===== config.mk =====
export PLATFORM = sky130hd
export DESIGN_NAME = mcycle_cpu
export DESIGN_NICKNAME = d
export VERILOG_FILES = /design/src/rtl/mcycle_cpu_pkg.sv /design/src/rtl/cpu_alu.sv /design/src/rtl/mcycle_cpu.sv
export SDC_FILE = /design/constraint.sdc
export NUM_CORES = 1
export LEC_CHECK = 0
export ABC_AREA = 1
export BUFFER_PORTS_ARGS = -buffer_cell sky130_fd_sc_hd__buf_2
export CAP_MARGIN = 20
export CELL_PAD_IN_SITES_DETAIL_PLACEMENT = 1
export CELL_PAD_IN_SITES_GLOBAL_PLACEMENT = 1
export CORE_ASPECT_RATIO = 0.6
export CORE_MARGIN = 8
export CORE_UTILIZATION = 42
export DETAILED_ROUTE_END_ITERATION = 16
export PLACE_DENSITY = 0.8
export SETUP_SLACK_MARGIN = 0.3
export SLEW_MARGIN = 0
export SYNTH_ARGS = -nofsm -noshare
export SYNTH_HDL_FRONTEND = slang
export SYNTH_SLANG_ARGS = --single-unit

===== constraint.sdc =====
create_clock -name clock -period 6 [get_ports clock]
set_input_delay 1.5 -clock clock [delete_from_list [all_inputs] [get_ports clock]]
set_output_delay 1.5 -clock clock [all_outputs]
set_load 0.03 [all_outputs]

===== src/rtl/mcycle_cpu_pkg.sv =====
// Shared constants for the multi-cycle core: opcodes, ALU op select,
// FSM state encoding and instruction field positions.
package mcycle_cpu_pkg;

  // Control-flow and special opcodes (0000-0111 are ALU operations)
  localparam logic [3:0] OP_JMP  = 4'b1000;
  localparam logic [3:0] OP_JZ   = 4'b1001;
  localparam logic [3:0] OP_JC   = 4'b1010;
  localparam logic [3:0] OP_JS   = 4'b1011;
  localparam logic [3:0] OP_LDI  = 4'b1100;
  localparam logic [3:0] OP_HALT = 4'b1111;

  // ALU operation select, taken from opcode[1:0]
  localparam logic [1:0] ALU_ADD = 2'b00;
  localparam logic [1:0] ALU_AND = 2'b01;
  localparam logic [1:0] ALU_SHR = 2'b10;
  localparam logic [1:0] ALU_SUB = 2'b11;

  // FSM state encoding
  localparam logic [2:0] ST_FETCH  = 3'd0;
  localparam logic [2:0] ST_DECODE = 3'd1;
  localparam logic [2:0] ST_EXEC   = 3'd2;
  localparam logic [2:0] ST_WB     = 3'd3;
  localparam logic [2:0] ST_HALT   = 3'd4;

  // Instruction layout: {opcode[3:0], rd, rs1, imm[DATA_W-1:0]}
  function automatic int instr_width(input int reg_aw, input int data_w);
    return 4 + 2 * reg_aw + data_w;
  endfunction

  function automatic int rd_msb(input int reg_aw, input int data_w);
    return 2 * reg_aw + data_w - 1;
  endfunction

  function automatic int rs1_msb(input int reg_aw, input int data_w);
    return reg_aw + data_w - 1;
  endfunction

  // Opcodes 0000-0111 are the ALU class (register or immediate B operand)
  function automatic logic is_alu_op(input logic [3:0] op);
    return (op[3] == 1'b0);
  endfunction

endpackage


===== src/rtl/cpu_alu.sv =====
// Combinational ALU: ADD, AND, logical SHR and SUB with carry/zero/sign flags.
module cpu_alu
  import mcycle_cpu_pkg::*;
#(
  parameter int DATA_W = 8
) (
  input  logic [DATA_W-1:0] a_i,
  input  logic [DATA_W-1:0] b_i,
  input  logic [1:0]        op_i,
  output logic [DATA_W-1:0] r_o,
  output logic              cf_o,
  output logic              zf_o,
  output logic              sf_o
);

  localparam logic [DATA_W-1:0] DW_L = DATA_W'(DATA_W);

  logic [DATA_W:0] sum_s;
  logic [DATA_W:0] diff_s;

  assign sum_s  = {1'b0, a_i} + {1'b0, b_i};
  // The extra top bit of the widened difference is the borrow (set when A < B)
  assign diff_s = {1'b0, a_i} - {1'b0, b_i};

  // Select the result and carry for the requested operation
  always_comb begin
    r_o  = {DATA_W{1'b0}};
    cf_o = 1'b0;
    case (op_i)
      ALU_ADD: begin
        r_o  = sum_s[DATA_W-1:0];
        cf_o = sum_s[DATA_W];
      end
      ALU_AND: begin
        r_o  = a_i & b_i;
        cf_o = 1'b0;
      end
      ALU_SHR: begin
        cf_o = 1'b0;
        if (b_i >= DW_L) begin
          r_o = {DATA_W{1'b0}};
        end else begin
          r_o = a_i >> b_i;
        end
      end
      ALU_SUB: begin
        r_o  = diff_s[DATA_W-1:0];
        cf_o = diff_s[DATA_W];
      end
      default: begin
        r_o  = {DATA_W{1'b0}};
        cf_o = 1'b0;
      end
    endcase
  end

  assign zf_o = (r_o == {DATA_W{1'b0}});
  assign sf_o = r_o[DATA_W-1];

endmodule


===== src/rtl/mcycle_cpu.sv =====
// Multi-cycle CPU core: FETCH -> DECODE -> EXEC -> WB per instruction,
// with register file, program counter, flag register and control FSM.
module mcycle_cpu
  import mcycle_cpu_pkg::*;
#(
  parameter  int DATA_W  = 8,
  parameter  int REG_AW  = 3,
  parameter  int PC_W    = 8,
  localparam int INSTR_W = instr_width(REG_AW, DATA_W)
) (
  input  logic               clock,
  input  logic               reset,
  output logic               imem_req,
  output logic [PC_W-1:0]    imem_addr,
  input  logic               imem_ack,
  input  logic [INSTR_W-1:0] imem_rdata,
  output logic [PC_W-1:0]    pc,
  output logic [2:0]         flags,
  output logic               retire,
  output logic               halted
);

  localparam int RD_MSB  = rd_msb(REG_AW, DATA_W);
  localparam int RS1_MSB = rs1_msb(REG_AW, DATA_W);
  localparam logic [PC_W-1:0] PC_ONE = {{(PC_W-1){1'b0}}, 1'b1};

  logic [2:0]         state_q, state_d;
  logic [INSTR_W-1:0] ir_q;
  logic [DATA_W-1:0]  opa_q, opb_q, res_q;
  logic [2:0]         alu_flags_q;
  logic [PC_W-1:0]    pc_q, next_pc_q, next_pc_d, pc_inc_s;
  logic [2:0]         flags_q;
  logic               retire_q, halted_q, req_q;
  logic [DATA_W-1:0]  rf_q [2**REG_AW];

  logic [3:0]         opcode_s;
  logic [REG_AW-1:0]  rd_s, rs1_s, rs2_s;
  logic [DATA_W-1:0]  imm_s, alu_b_s, alu_r_s;
  logic               alu_cf_s, alu_zf_s, alu_sf_s;

  assign opcode_s = ir_q[INSTR_W-1 -: 4];
  assign rd_s     = ir_q[RD_MSB -: REG_AW];
  assign rs1_s    = ir_q[RS1_MSB -: REG_AW];
  assign imm_s    = ir_q[DATA_W-1:0];
  assign rs2_s    = imm_s[REG_AW-1:0];
  // Opcodes x1xx take the immediate as the B operand
  assign alu_b_s  = opcode_s[2] ? imm_s : opb_q;
  assign pc_inc_s = pc_q + PC_ONE;

  cpu_alu #(.DATA_W(DATA_W)) u_alu (
    .a_i  (opa_q),
    .b_i  (alu_b_s),
    .op_i (opcode_s[1:0]),
    .r_o  (alu_r_s),
    .cf_o (alu_cf_s),
    .zf_o (alu_zf_s),
    .sf_o (alu_sf_s)
  );

  // Next PC: jumps test the flags held before this instruction
  always_comb begin
    next_pc_d = pc_inc_s;
    case (opcode_s)
      OP_JMP: next_pc_d = imm_s[PC_W-1:0];
      OP_JZ: begin
        if (flags_q[1]) next_pc_d = imm_s[PC_W-1:0];
        else            next_pc_d = pc_inc_s;
      end
      OP_JC: begin
        if (flags_q[2]) next_pc_d = imm_s[PC_W-1:0];
        else            next_pc_d = pc_inc_s;
      end
      OP_JS: begin
        if (flags_q[0]) next_pc_d = imm_s[PC_W-1:0];
        else            next_pc_d = pc_inc_s;
      end
      OP_HALT: next_pc_d = pc_q;
      default: next_pc_d = pc_inc_s;
    endcase
  end

  // FSM next state; acks are only honoured while fetching
  always_comb begin
    state_d = state_q;
    case (state_q)
      ST_FETCH: begin
        if (imem_ack) state_d = ST_DECODE;
        else          state_d = ST_FETCH;
      end
      ST_DECODE: state_d = ST_EXEC;
      ST_EXEC:   state_d = ST_WB;
      ST_WB: begin
        if (opcode_s == OP_HALT) state_d = ST_HALT;
        else                     state_d = ST_FETCH;
      end
      ST_HALT: state_d = ST_HALT;
      default: state_d = ST_FETCH;
    endcase
  end

  // Control and datapath registers; outputs are registered from the next state
  always_ff @(posedge clock) begin
    if (reset) begin
      state_q     <= ST_FETCH;
      ir_q        <= {INSTR_W{1'b0}};
      opa_q       <= {DATA_W{1'b0}};
      opb_q       <= {DATA_W{1'b0}};
      res_q       <= {DATA_W{1'b0}};
      alu_flags_q <= 3'b000;
      next_pc_q   <= {PC_W{1'b0}};
      pc_q        <= {PC_W{1'b0}};
      flags_q     <= 3'b000;
      retire_q    <= 1'b0;
      halted_q    <= 1'b0;
      req_q       <= 1'b1;
    end else begin
      state_q  <= state_d;
      retire_q <= (state_d == ST_WB);
      halted_q <= (state_d == ST_HALT);
      req_q    <= (state_d == ST_FETCH);
      if ((state_q == ST_FETCH) && imem_ack) begin
        ir_q <= imem_rdata;
      end
      if (state_q == ST_DECODE) begin
        opa_q <= rf_q[rs1_s];
        opb_q <= rf_q[rs2_s];
      end
      if (state_q == ST_EXEC) begin
        res_q       <= alu_r_s;
        alu_flags_q <= {alu_cf_s, alu_zf_s, alu_sf_s};
        next_pc_q   <= next_pc_d;
      end
      if (state_q == ST_WB) begin
        pc_q <= next_pc_q;
        if (is_alu_op(opcode_s)) begin
          flags_q <= alu_flags_q;
        end
      end
    end
  end

  // Register file: written at the WB edge so the next DECODE sees the value
  always_ff @(posedge clock) begin
    if (reset) begin
      for (int i = 0; i < 2**REG_AW; i++) begin
        rf_q[i] <= {DATA_W{1'b0}};
      end
    end else if (state_q == ST_WB) begin
      if (is_alu_op(opcode_s)) begin
        rf_q[rd_s] <= res_q;
      end else if (opcode_s == OP_LDI) begin
        rf_q[rd_s] <= imm_s;
      end
    end
  end

  assign imem_req  = req_q;
  assign imem_addr = pc_q;
  assign pc        = pc_q;
  assign flags     = flags_q;
  assign retire    = retire_q;
  assign halted    = halted_q;

endmodule


==> impl_metrics.env <==
export IMPL_grtUsageMet1_pct=37.4
export IMPL_multi_input_area_um2=3670
export IMPL_fp_dieW_um=190
export IMPL_synth_edf_count=64
export IMPL_synthCells=990
export IMPL_vias=7310
export IMPL_yosys_top_cells_area="edfxtp_1, dfxtp_1, o21ai_0"
export IMPL_drc_errors=0
export IMPL_antenna_found_initial=0
export IMPL_critical_path_startpoint="ir_q[0]$_SDFFE_PP0P_"
export IMPL_worst_pin_slew_ns=0.863
export IMPL_use_met3_pct=7.36
export IMPL_wl_um=27800
export IMPL_hp_start="next_pc_q[1]$_SDFFE_PP0N_"
export IMPL_final_net_count=1052
export IMPL_synth_seq_cells=133
export IMPL_outcome="finished clean"
export IMPL_synth_distinct_cells=45
export IMPL_vdd_drop_max_uv=152
export IMPL_grt_pass1_wl_um=42800
export IMPL_fillCellCount=2209
export IMPL_syn_area_per_cell_um2=7.71
export IMPL_dp_hpwl_um=19700
export IMPL_p_total_uw=2720
export IMPL_fin_cells=1262
export IMPL_maxCapViolCount=0
export IMPL_drive_gt1_share_pct=13.4
export IMPL_dpl_cell_count=1230
export IMPL_r2r_start="ir_q[0]$_SDFFE_PP0P_"
export IMPL_drt_iter0_markers=955
export IMPL_hold_class="reg -> reg"
export IMPL_hold_violations=0
export IMPL_cts_tree="done"
export IMPL_grtUsageMet2_pct=32.6
export IMPL_reg2reg_depth=17
export IMPL_syn_nets=1033
export IMPL_cts_max_level=4
export IMPL_post_cts_resized=0
export IMPL_clkSlewWorstSetupHoldPaths_ns=0.07
export IMPL_core_area_um2=17900
export IMPL_finalSetupViolCount=0
export IMPL_yosysTopAreaCell="edfxtp_1"
export IMPL_yosysSeqAreaShare_pct=43.3
export IMPL_critPathRequiredTime_ns=6.36
export IMPL_leakage_uw=0.00342
export IMPL_cts_hold_buf=0
export IMPL_timing_final_crit_share_pct=58.2
export IMPL_cp_depth=17
export IMPL_antenna_cells=0
export IMPL_area_growth_pct=12.3
export IMPL_busiest_layer="met1"
export IMPL_grt_overflow=0
export IMPL_num_rows=38
export IMPL_critical_path_arrival_ns=3.85
export IMPL_crit_family="buffers and inverters"
export IMPL_clockRootBuffer="clkbuf_16"
export IMPL_fin_setup_tns_ns=0
export IMPL_drt_pass1_iter_count=6
export IMPL_cts_sinks=133
export IMPL_die_h_um=120
export IMPL_avgViaCountPerCell=5.79
export IMPL_detail_route_antenna_nets=0
export IMPL_rsz0062_at_grt="no"
export IMPL_ys_warn_count=0
export IMPL_first_global_vias=7158
export IMPL_critPathCaptureType="flip-flop"
export IMPL_critPathKind="reg -> reg"
export IMPL_slew_headroom_pct=42.3
export IMPL_grt_max_degree=59
export IMPL_grtUsageTotal_pct=24.5
export IMPL_ioPinCount=43
export IMPL_wl_per_cell_um=22.0
export IMPL_initial_core_util_pct=42.6
export IMPL_gp_congestion=0.921
export IMPL_powerDensity_nw_per_um2=317
export IMPL_cts_buffers=17
export IMPL_slowest_delay_ns=0.46
export IMPL_synth_ff_type="dfxtp_1"
export IMPL_cts_setup_buffers=0
export IMPL_worstHoldPathCells=2
export IMPL_cp_start_kind="flip-flop"
export IMPL_path_cells="buf_4 -> inv_1 -> buf_4 -> o21ai_2 -> ha_1 -> inv_1 -> fa_1 -> nand3_1 -> nand2_1 -> o21ai_0 -> o21ai_0 -> nand3b_1 -> nor2_1 -> nand2_1 -> nor2_1 -> nand2_1 -> a21oi_2"
export IMPL_clock_latency_ns=0.44
export IMPL_cts_buffer_depth=2
export IMPL_worst_hold_slack_ns=0.455
export IMPL_crit_top_cell="nand2_1"
export IMPL_max_freq_mhz=287
export IMPL_synth_top_area_share_pct=25.2
export IMPL_path_buf_inv=4
export IMPL_die_area_um2=22900
export IMPL_clock_skew_ns=0.0143
export IMPL_critPathMaxFanout=58
export IMPL_final_core_util_pct=47.8
export IMPL_synth_cell_area_um2=7630
export IMPL_cp_slowest_cell="buf_4"
export IMPL_slew_viol_final=0
export IMPL_post_route_min_period_ns=3.49
export IMPL_ys_async_sr_fraction_pct=0
export IMPL_portBuffers=42
export IMPL_seqCellArea_um2=3300
## sequential cells by signal, indices dropped and copies added, names as in the netlist
register	count
alu_flags_q	3
flags	3
halted	1
imem_addr	8
imem_req	1
ir_q	18
next_pc_q	8
opa_q	8
opb_q	8
res_q	7
retire	1
rf_q	64
state_q	3
## logic make-up (layout without fill, tap and decap cells)
group	after synthesis	after routing	synth area share (%)
flip-flops	133	133	43.3
adder cells (fa/ha/maj)	22	22	3.80
AO/OA/AOI/OAI	295	295	22.0
XOR/XNOR	6	6	0.688
multiplexers	1	1	0.131
AND/OR/NAND/NOR	369	369	21.5
buffers and inverters	164	196	8.61
## stage by stage
stage	worst slack, ns	cell area (µm²)
final	2.51	8570
after global placement	2.29	7980
after global routing	2.24	8570
after floorplan	3.09	7630
after detailed placement	2.23	7980
after CTS	2.58	8570
## path summary, 6_finish.rpt
path         slack [ns]                     endpoint
max                2.51  alu_flags_q[1]$_SDFFE_PP0N_
min                0.46    imem_addr[1]$_SDFFE_PP0P_
max reg2reg        2.51  alu_flags_q[1]$_SDFFE_PP0N_
min reg2reg        0.46    imem_addr[1]$_SDFFE_PP0P_
## metal layers
metal | vias to the layer above | routed length [µm] | part of all wire [%]
li1 | 3393 | - | -
met1 | 3587 | 13600 | 49
met2 | 306 | 11000 | 40
met3 | 24 | 2840 | 10
met4 | 0 | 278 | 1.0
met5 | - | 0 | 0
## area by class of cell
cell class                 instances  area share (%)
inverter                         112            4.91
sequential                       133            38.5
clock buffer                      20            5.46
clock inverter                    12            1.39
multi-input combinational        693            42.9
timing repair buffer              52            3.33
tap                              240            3.50
## synthesized netlist by cell type (5+ instances only)
cell type and instances:
edfxtp_1 64, o21ai_0 122, o21ai_2 6, nand3_2 8
nand3_1 57, a221oi_1 5, nand2_2 8, a21oi_2 5
inv_2 7, dfxtp_1 69, a211oi_1 5, inv_1 99
a21oi_1 103, nor2_1 129, clkbuf_1 39, o211ai_1 34
nand4_1 6, nand2_1 139, buf_4 8, clkinv_1 6
ha_1 20
## power breakdown
part | switching, µW | internal, µW | total, µW
sequential | 59.5 | 1010 | 1060
combinational | 428 | 172 | 600
clock | 441 | 614 | 1050
total | 929 | 1790 | 2720
## cells in the final DEF (no fill, tap or decap), drive strengths merged, types with 5 or more instances in the layout
master	synthesis	routed
nor2	137	137
clkbuf	40	20
nand4	6	6
nand3	65	65
o211ai	34	34
a221oi	5	5
o21ai	133	133
nor3	6	6
dfxtp	69	69
edfxtp	64	64
ha	20	20
a211oi	5	5
inv	106	111
buf	12	52
clkinv	6	12
a21oi	108	108
nand2	149	149
## worst min-delay path: stages (launching register included)
cell	delay, ns
dfxtp_1	0.31
inv_1	0.05
a21oi_1	0.05
Note: power is estimated with default switching activity, not from simulation.
